File: config.mk
export PLATFORM = sky130hd
export DESIGN_NAME = mux4_reg
export DESIGN_NICKNAME = d
export VERILOG_FILES = /design/src/rtl/mux4_reg_pkg.sv /design/src/rtl/mux4_comb.sv /design/src/rtl/mux4_reg.sv
export SDC_FILE = /design/constraint.sdc
export NUM_CORES = 1
export LEC_CHECK = 0
export ABC_CLOCK_PERIOD_IN_PS = 900
export CORE_AREA = 2 2 64 66
export CTS_BUF_LIST = sky130_fd_sc_hd__clkbuf_8
export CTS_CLUSTER_DIAMETER = 80
export DETAILED_ROUTE_END_ITERATION = 6
export DIE_AREA = 0 0 66 68
export DONT_BUFFER_PORTS = 1
export GPL_TIMING_DRIVEN = 0
export PLACE_DENSITY = 0.68
export SLEW_MARGIN = 20
export SYNTH_ARGS = -nofsm -noshare
export SYNTH_HDL_FRONTEND = slang
export SYNTH_SLANG_ARGS = --single-unit
File: constraint.sdc
create_clock -name i_clock -period 0.9 [get_ports i_clock]
set_clock_uncertainty 0.2 [all_clocks]
set_input_delay 0.135 -clock i_clock [delete_from_list [all_inputs] [get_ports i_clock]]
set_output_delay 0.135 -clock i_clock [all_outputs]
set_load 0.02 [all_outputs]
File: src/rtl/mux4_reg_pkg.sv
// Shared definitions for the registered 4:1 word multiplexer.
// - DATA_W : default datapath width used by the pipeline steering elements
// - SEL_W  : select width; four inputs means two select bits
// - SEL_*  : select codes naming which input word is steered to the output
package mux4_reg_pkg;

  localparam int DATA_W = 32;
  localparam int SEL_W  = 2;

  localparam logic [SEL_W-1:0] SEL_A = 2'd0;
  localparam logic [SEL_W-1:0] SEL_B = 2'd1;
  localparam logic [SEL_W-1:0] SEL_C = 2'd2;
  localparam logic [SEL_W-1:0] SEL_D = 2'd3;

endpackage

File: src/rtl/mux4_comb.sv
// Combinational 4:1 word select with no state.
// Ports:
// - select : SEL_W-bit code, SEL_A..SEL_D choose a..d
// - a..d   : NB-bit candidate words
// - data   : NB-bit selected word, a pure pass-through of the chosen input
module mux4_comb
  import mux4_reg_pkg::*;
#(
  parameter int NB = DATA_W
) (
  input  logic [SEL_W-1:0] select,
  input  logic [NB-1:0]    a,
  input  logic [NB-1:0]    b,
  input  logic [NB-1:0]    c,
  input  logic [NB-1:0]    d,
  output logic [NB-1:0]    data
);

  always_comb begin
    // NOTE: assign a default before the case so every path drives data and
    // no latch can be inferred, even though all four codes are listed.
    data = a;
    case (select)
      SEL_A: data = a;
      SEL_B: data = b;
      SEL_C: data = c;
      SEL_D: data = d;
      default: data = a;
    endcase
  end

endmodule

File: src/rtl/mux4_reg.sv
// Registered 4:1 word multiplexer for pipeline steering (PC source, ALU
// operand, write-back). The selected word appears on o_data one cycle after
// i_select and the inputs are sampled; there is no enable and no hold.
// Ports:
// - i_clock   : single clock, all state on the rising edge
// - i_reset_n : asynchronous active-low reset, clears o_data immediately
// - i_select  : 0->i_a, 1->i_b, 2->i_c, 3->i_d
// - i_a..i_d  : NB-bit input words
// - o_data    : registered selected word (no combinational path from inputs)
module mux4_reg
  import mux4_reg_pkg::*;
#(
  parameter int NB        = DATA_W,
  parameter int NB_SELECT = SEL_W   // only 2 is supported
) (
  input  logic                 i_clock,
  input  logic                 i_reset_n,
  input  logic [NB_SELECT-1:0] i_select,
  input  logic [NB-1:0]        i_a,
  input  logic [NB-1:0]        i_b,
  input  logic [NB-1:0]        i_c,
  input  logic [NB-1:0]        i_d,
  output logic [NB-1:0]        o_data
);

  logic [NB-1:0] picked;

  mux4_comb #(
    .NB (NB)
  ) u_mux4_comb (
    .select (i_select),
    .a      (i_a),
    .b      (i_b),
    .c      (i_c),
    .d      (i_d),
    .data   (picked)
  );

  // The asynchronous clear wins over any edge, so a selection pending at the
  // moment reset asserts is discarded.
  always_ff @(posedge i_clock or negedge i_reset_n) begin
    // NOTE: sequential state uses non-blocking assignments so every register
    // samples its inputs as they were before the edge.
    if (!i_reset_n) begin
      o_data <= '0;
    end else begin
      o_data <= picked;
    end
  end

endmodule

* After elaboration in Yosys (flattened, before gate mapping)
Index checks and enable logic that the tools add are counted.
** Storage, ports and cells
- Register bits :: 32
- Input bits :: 132
- Output and inout port bits :: 32
- Logic and storage cells :: 6
** Operators by class
- Eq/ne operators :: 3
- Multiplexer cells :: 1
- Reductions and logical operators :: 1
** Operators by type and width (number)
- one-hot mux 32 bit (4 select lines) :: 1
- == test 2 bit, second input constant :: 2
- == test 2 x 1 -> 1 bit, second input constant :: 1
- logical NOT 2 bit :: 1

* Depth between registers and ports, before layout
Gate-level depths: netlist of run 1.
- Word-level depth :: 2
- Gate-level depth with buffers :: 3
- Mapped depth without buffers :: 1

* Cells and area by module
Synthesis of run 1 repeated with hierarchy kept, for this count alone.
** Second synthesis, totals
- Cell total of the unflattened synthesis :: 71
- Area total of the unflattened synthesis :: 1615.3 um2
** Modules (own cells, without submodules)
- mux4_comb :: instances 1, cells each 39, area an instance 814.5 um2, sequential area each 0.0 um2
- mux4_reg :: instances 1, cells each 32, area an instance 800.8 um2, sequential area each 800.8 um2

* Worst setup path before layout of run 1
OpenSTA, ideal clock, no wires.
- Path kind :: input -> register
- Start :: input port i_select[0]
- End :: register o_data[0]
- Library setup time :: 0.139 ns
- Arrival :: 0.872 ns
- Data required time :: 0.561 ns
- Setup slack :: -0.311 ns
- Stages :: 3
- Buffers on the path :: 2
- Cells stage by stage :: buf_6 > buf_12 > mux4_2
** On the way
- Word-level cells in the longest chain between the ends :: 2
- Elaborated cells between the ends (all ways) :: 5
- Classes of those cells :: eq/ne: 3; mux: 1; reduce/logical: 1
** Ends and longest elaborated chain
- start, declared :: line mux4_reg.sv:18 : input logic [NB_SELECT-1:0] i_select,
- == test 2 bit, or another cell as far along :: line mux4_comb.sv:23 : case (select)
- one-hot mux 32 bit (4 select lines) (*) :: line mux4_comb.sv:23
- net picked[0] :: line mux4_reg.sv:26 : logic [NB-1:0] picked;
- end signal, assigned :: line mux4_reg.sv:47 : o_data <= picked;
- end, declared :: line mux4_reg.sv:23 : output logic [NB-1:0] o_data
Mark *: on every way through the listed nets, which the timed path passes. The rest lies on a longest branch.

* Final worst setup path of run 1
- Start :: register o_data[30]
- End :: output port o_data[30]
No word-level cell between the ends.

==> results of run 1 <==
## layout by cell type (no fill, tap or decap), drive strengths merged
| cell | synthesis | routed |
|---|---|---|
| buf | 7 | 11 |
| bufinv | 0 | 1 |
| clkbuf | 0 | 5 |
| clkinv | 0 | 1 |
| dfrtp | 32 | 32 |
| inv | 0 | 1 |
| mux4 | 32 | 32 |
## report_power, final
group          leakage, nW  switching (mW)  internal (mW)
sequential           0.341           0.255           1.62
combinational        0.305           0.122          0.307
clock               0.0593           0.511          0.809
total                0.705           0.888           2.73
## per-stage QoR
step / hold WS [ns] / total power, mW
2_1_floorplan: -0.3606 / 2.185
6_report: -0.6576 / 3.620
5_1_grt: -0.6799 / 3.771
4_1_cts: -0.6690 / 3.659
3_3_place_gp: -0.3600 / 2.236
3_5_place_dp: -0.3600 / 2.250
## kinds of logic after synthesis
logic type             synth area share [%]
DFF                                   49.57
muxes                                 45.08
buffers and inverters                 5.345
## how the worst max path moves through the flow
stage,cells past startpoint,from,to
final,0,o_data[30],o_data[30]
after global routing,0,o_data[30],o_data[30]
after CTS,0,o_data[28],o_data[28]
after detailed placement,3,i_select[0],o_data[6]
after global placement,3,i_select[0],o_data[4]
after floorplan,3,i_select[0],o_data[0]
## routing by layer
metal	up-vias	track usage [%]	part of all wire, %
met4	0	6.122	1.4
met5	-	0	0
li1	328	-	-
met3	5	8.388	12
met1	435	19.64	29
met2	81	32.58	58
## cell type report
type                    instances  area, µm²
well taps                      50      62.56
repair buffers                  4      93.84
plain buffers                   7      102.6
fillers                       339       1924
flip-flops and latches         32      840.8
clock inverters                 3      38.79
clock buffers                   5      68.82
multi-input cells              32      724.4
## timing repair
action	4_1_cts	5_1_grt
endpoints found under the setup margin	62	63
endpoints found under the hold margin	64	64
gates resized for setup	23	15
cloned	3	0
buffers inserted	1	0
==> flow_summary.json, run 1 <==
{
  "postRouteAntennaNets": 0,
  "antenna_found_initial": 0,
  "first_global_vias": 1021,
  "timing.fmax_mhz": 928.6,
  "layoutNonFillerInstCount": 133,
  "pre_cts_ws_ns": -0.3407,
  "cts_sinks": 32,
  "die-area_um2": 4488,
  "routed_wl_um": 4048,
  "crit_fanout": 1,
  "core_area_um2": 3856,
  "start_util_pct": 41.89,
  "avgSynthCellArea_um2": 22.75,
  "firstDrtPassIters": 3,
  "rsz0062_at_grt": "yes",
  "finalCritPeriodShare_pct": 119.6,
  "largest_reg_flops": 32,
  "synth_ff_type": "dfrtp_1",
  "reg_top3": "o_data: 32 flops",
  "drc_errors": 0,
  "maxSlewHeadroom_pct": 83.79,
  "worstMarginPinSlew_ns": 0.2432,
  "yosys_warnings": 0,
  "wire_per_inst_um": 30.44,
  "drt-initial-drc-count": 35,
  "clockBufferDepth": 2,
  "ioPinCount": 164,
  "cts_tree": "done",
  "clk_pin_slew_ns": 0.07,
  "place_congestion": 0.7943,
  "fin_area_um2": 1932,
  "synthArstFlopShare_pct": 100.0,
  "synth_edf_count": 0,
  "final_layout_size_suffix_gt1_share_pct": 97.59,
  "placementRows": 23,
  "synth_common_cells": "dfrtp_1 (32), mux4_2 (30), buf_12 (3), buf_2 (3), mux4_1 (2)",
  "fin_crit_ns": 1.077,
  "maxCapViolCount": 0,
  "violations": "negative hold slack, negative setup slack",
  "pwr_density_cell_nw_per_um2": 1874,
  "synth_area_um2": 1615,
  "port_buffers": 0,
  "dp_cells": 121,
  "leakage_nw": 0.7051,
  "cts_root_buf": "clkbuf_8",
  "grt_max_degree": 33,
  "irDropWorstVdd_mv": 0.6843,
  "numCtsBuffers": 5,
  "hold_violations": 64,
  "synth_top_area_share_pct": 49.57,
  "syn_inst": 71,
  "layout.nets": 214,
  "htree_num_levels": 2,
  "synthTopCellsByArea": "dfrtp_1 (50%), mux4_2 (42%), buf_12 (3.7%), mux4_1 (3.3%), buf_2 (0.93%)",
  "syn_to_final_growth_pct": 19.60,
  "worst_slack_ns": -0.1768,
  "die_h_um": 68,
  "die_width_um": 66,
  "holdCritPathClass": "in -> async",
  "yosysSeqAreaShare_pct": 49.57,
  "dpl-instance-area_um2": 1687,
  "required_ns": 0.56,
  "final_util_pct": 50.10,
  "critPathKind": "reg -> out",
  "top_register": "o_data",
  "grt.overflow.total": 0,
  "n_antenna_cell": 0,
  "grt_pass1_wl_um": 5602,
  "vias_per_cell": 6.383,
  "vias": 849,
  "status": "finished with violations",
  "yosysMostFrequentCell": "dfrtp_1",
  "track_usage_pct": 18.39,
  "worst_hold_slack_ns": -0.6576,
  "yosysUniqueCellTypes": 6,
  "yosys.area.top_type": "dfrtp_1",
  "setup_viol": 63,
  "syn_nets": 203,
  "worst_setup_path_start_kind": "register",
  "end_kind": "primary output",
  "yosys_register_bits": 32,
  "tns_ns": -6.538,
  "slew_violations": 0,
  "crit_arrival_ns": 0.74
}
Note: power is estimated with default switching activity, not from simulation.
==> run 2, diff against run 1 <==
Settings changed: CAP_MARGIN set to 10, RECOVER_POWER set to 100.
==> run 2 against run 1 <==
The run still ends with negative hold slack, negative setup slack left. Sequential cell count stayed put. Global-route usage did not move. Sequential power about the same. Worst hold slack is the same. Critical endpoint unchanged. Largest cell class unchanged. Largest power group unchanged.
==> flow_summary.json, run 2 (synthesis gave the netlist of run 1 again) <==
{
  "status": "finished with violations",
  "violations": "negative hold slack, negative setup slack",
  "drt-initial-drc-count": 35,
  "crit_arrival_ns": 0.74,
  "crit_fanout": 1,
  "worst_slack_ns": -0.1768,
  "fin_crit_ns": 1.077,
  "layout.nets": 214,
  "cts_tree": "done",
  "die-area_um2": 4488,
  "largest_reg_flops": 32,
  "first_global_vias": 1021,
  "multi_input_area_um2": 724.4,
  "n_fill_cell": 341,
  "antenna_found_initial": 0,
  "worst_setup_path_start_kind": "register",
  "grt_pass1_wl_um": 5602,
  "cts_root_buf": "clkbuf_8",
  "maxCapViolCount": 0,
  "required_ns": 0.56,
  "final_layout_size_suffix_gt1_share_pct": 97.59,
  "port_buffers": 0,
  "end_kind": "primary output",
  "syn_to_final_growth_pct": 19.13,
  "postRouteAntennaNets": 0,
  "holdCritPathClass": "in -> async",
  "reg_top3": "o_data: 32 flops",
  "worstMarginPinSlew_ns": 0.2435,
  "critPathKind": "reg -> out",
  "n_antenna_cell": 0,
  "finalCritPeriodShare_pct": 119.6,
  "die_h_um": 68,
  "numCtsBuffers": 5,
  "leakage_nw": 0.7019,
  "place_congestion": 0.7943,
  "worst_hold_slack_ns": -0.6576,
  "regArea_um2": 840.8,
  "ioPinCount": 164,
  "start_util_pct": 41.89,
  "grt.overflow.total": 0,
  "cts_sinks": 32,
  "routed_wl_um": 4054,
  "top_register": "o_data",
  "vias": 848,
  "vias_per_cell": 6.376,
  "firstDrtPassIters": 3,
  "clockBufferDepth": 2,
  "maxSlewHeadroom_pct": 83.77,
  "hold_violations": 64,
  "final_common_cell": "dfrtp_2",
  "clk_pin_slew_ns": 0.07,
  "wire_per_inst_um": 30.48,
  "core_area_um2": 3856,
  "htree_num_levels": 2,
  "slew_violations": 0,
  "die_width_um": 66,
  "grt_max_degree": 33,
  "pre_cts_ws_ns": -0.3407,
  "drc_errors": 0,
  "irDropWorstVdd_mv": 0.6843,
  "track_usage_pct": 18.39,
  "final_cell_mix": "dfrtp_2 (32), mux4_2 (31), clkbuf_8 (5)",
  "timing.fmax_mhz": 928.6,
  "setup_viol": 63,
  "placementRows": 23,
  "pwr_density_cell_nw_per_um2": 1880,
  "rsz0062_at_grt": "yes"
}
[run 2: changes by cell type in the layout (fill, tap and decap cells not counted)]
cell and delta:
buf_16 -1, buf_12 +1
[run 2: layout make-up]
type | count | area share [%]
multi-input combinational | 32 | 37.65
sequential | 32 | 43.69
tap | 50 | 3.251
clock inverter | 3 | 2.016
clock buffer | 5 | 3.576
buffer | 7 | 4.941
timing repair buffer | 4 | 4.876
[run 2: worst paths after layout]
kind / start / end / depth (start not counted)
worst max-delay path: o_data[30] / o_data[30] / 0
worst min-delay path: i_reset_n / o_data[16] / 0
max in group asynchronous: i_reset_n / o_data[25] / 0
min in group i_clock: i_select[1] / o_data[28] / 1
[run 2: per-layer routing]
metal / track usage (%) / wire length [µm] / vias to the layer above
met4: 6.122 / 56 / 0
met5: 0 / 0 / -
met2: 32.58 / 2329 / 81
met1: 19.64 / 1190 / 435
li1: - / - / 327
met3: 8.388 / 478 / 5
[run 2: per-stage QoR]
step	power, mW	setup TNS [ns]	std cells	utilization, %	cell area (µm²)
after floorplan	2.185	-8.949	71	-	1624
after global placement	2.236	-10.04	121	43.74	1687
after detailed placement	2.250	-10.21	121	43.74	1687
after CTS	3.659	-6.729	133	49.55	1911
after global routing	3.767	-7.657	133	49.90	1924
final	3.617	-6.690	133	49.90	1924
[run 2: power breakdown]
part           switching, mW  internal, mW
sequential             0.255          1.62
combinational          0.122         0.304
clock                  0.512         0.809
[run 2: repair_timing]
action                                  in CTS  in global routing
gates resized for setup                     23                 15
gates cloned                                 3                  0
setup buffers                                1                  0
hold endpoints to repair                    64                 64
endpoints found under the setup margin      62                 63
==> run 3, diff against run 2 <==
Settings changed: CAP_MARGIN 10 to 20, GPL_ROUTABILITY_DRIVEN set to 0.
==> results of run 3 <==
Final layout, timing and power as in run 2 (identical DEF).
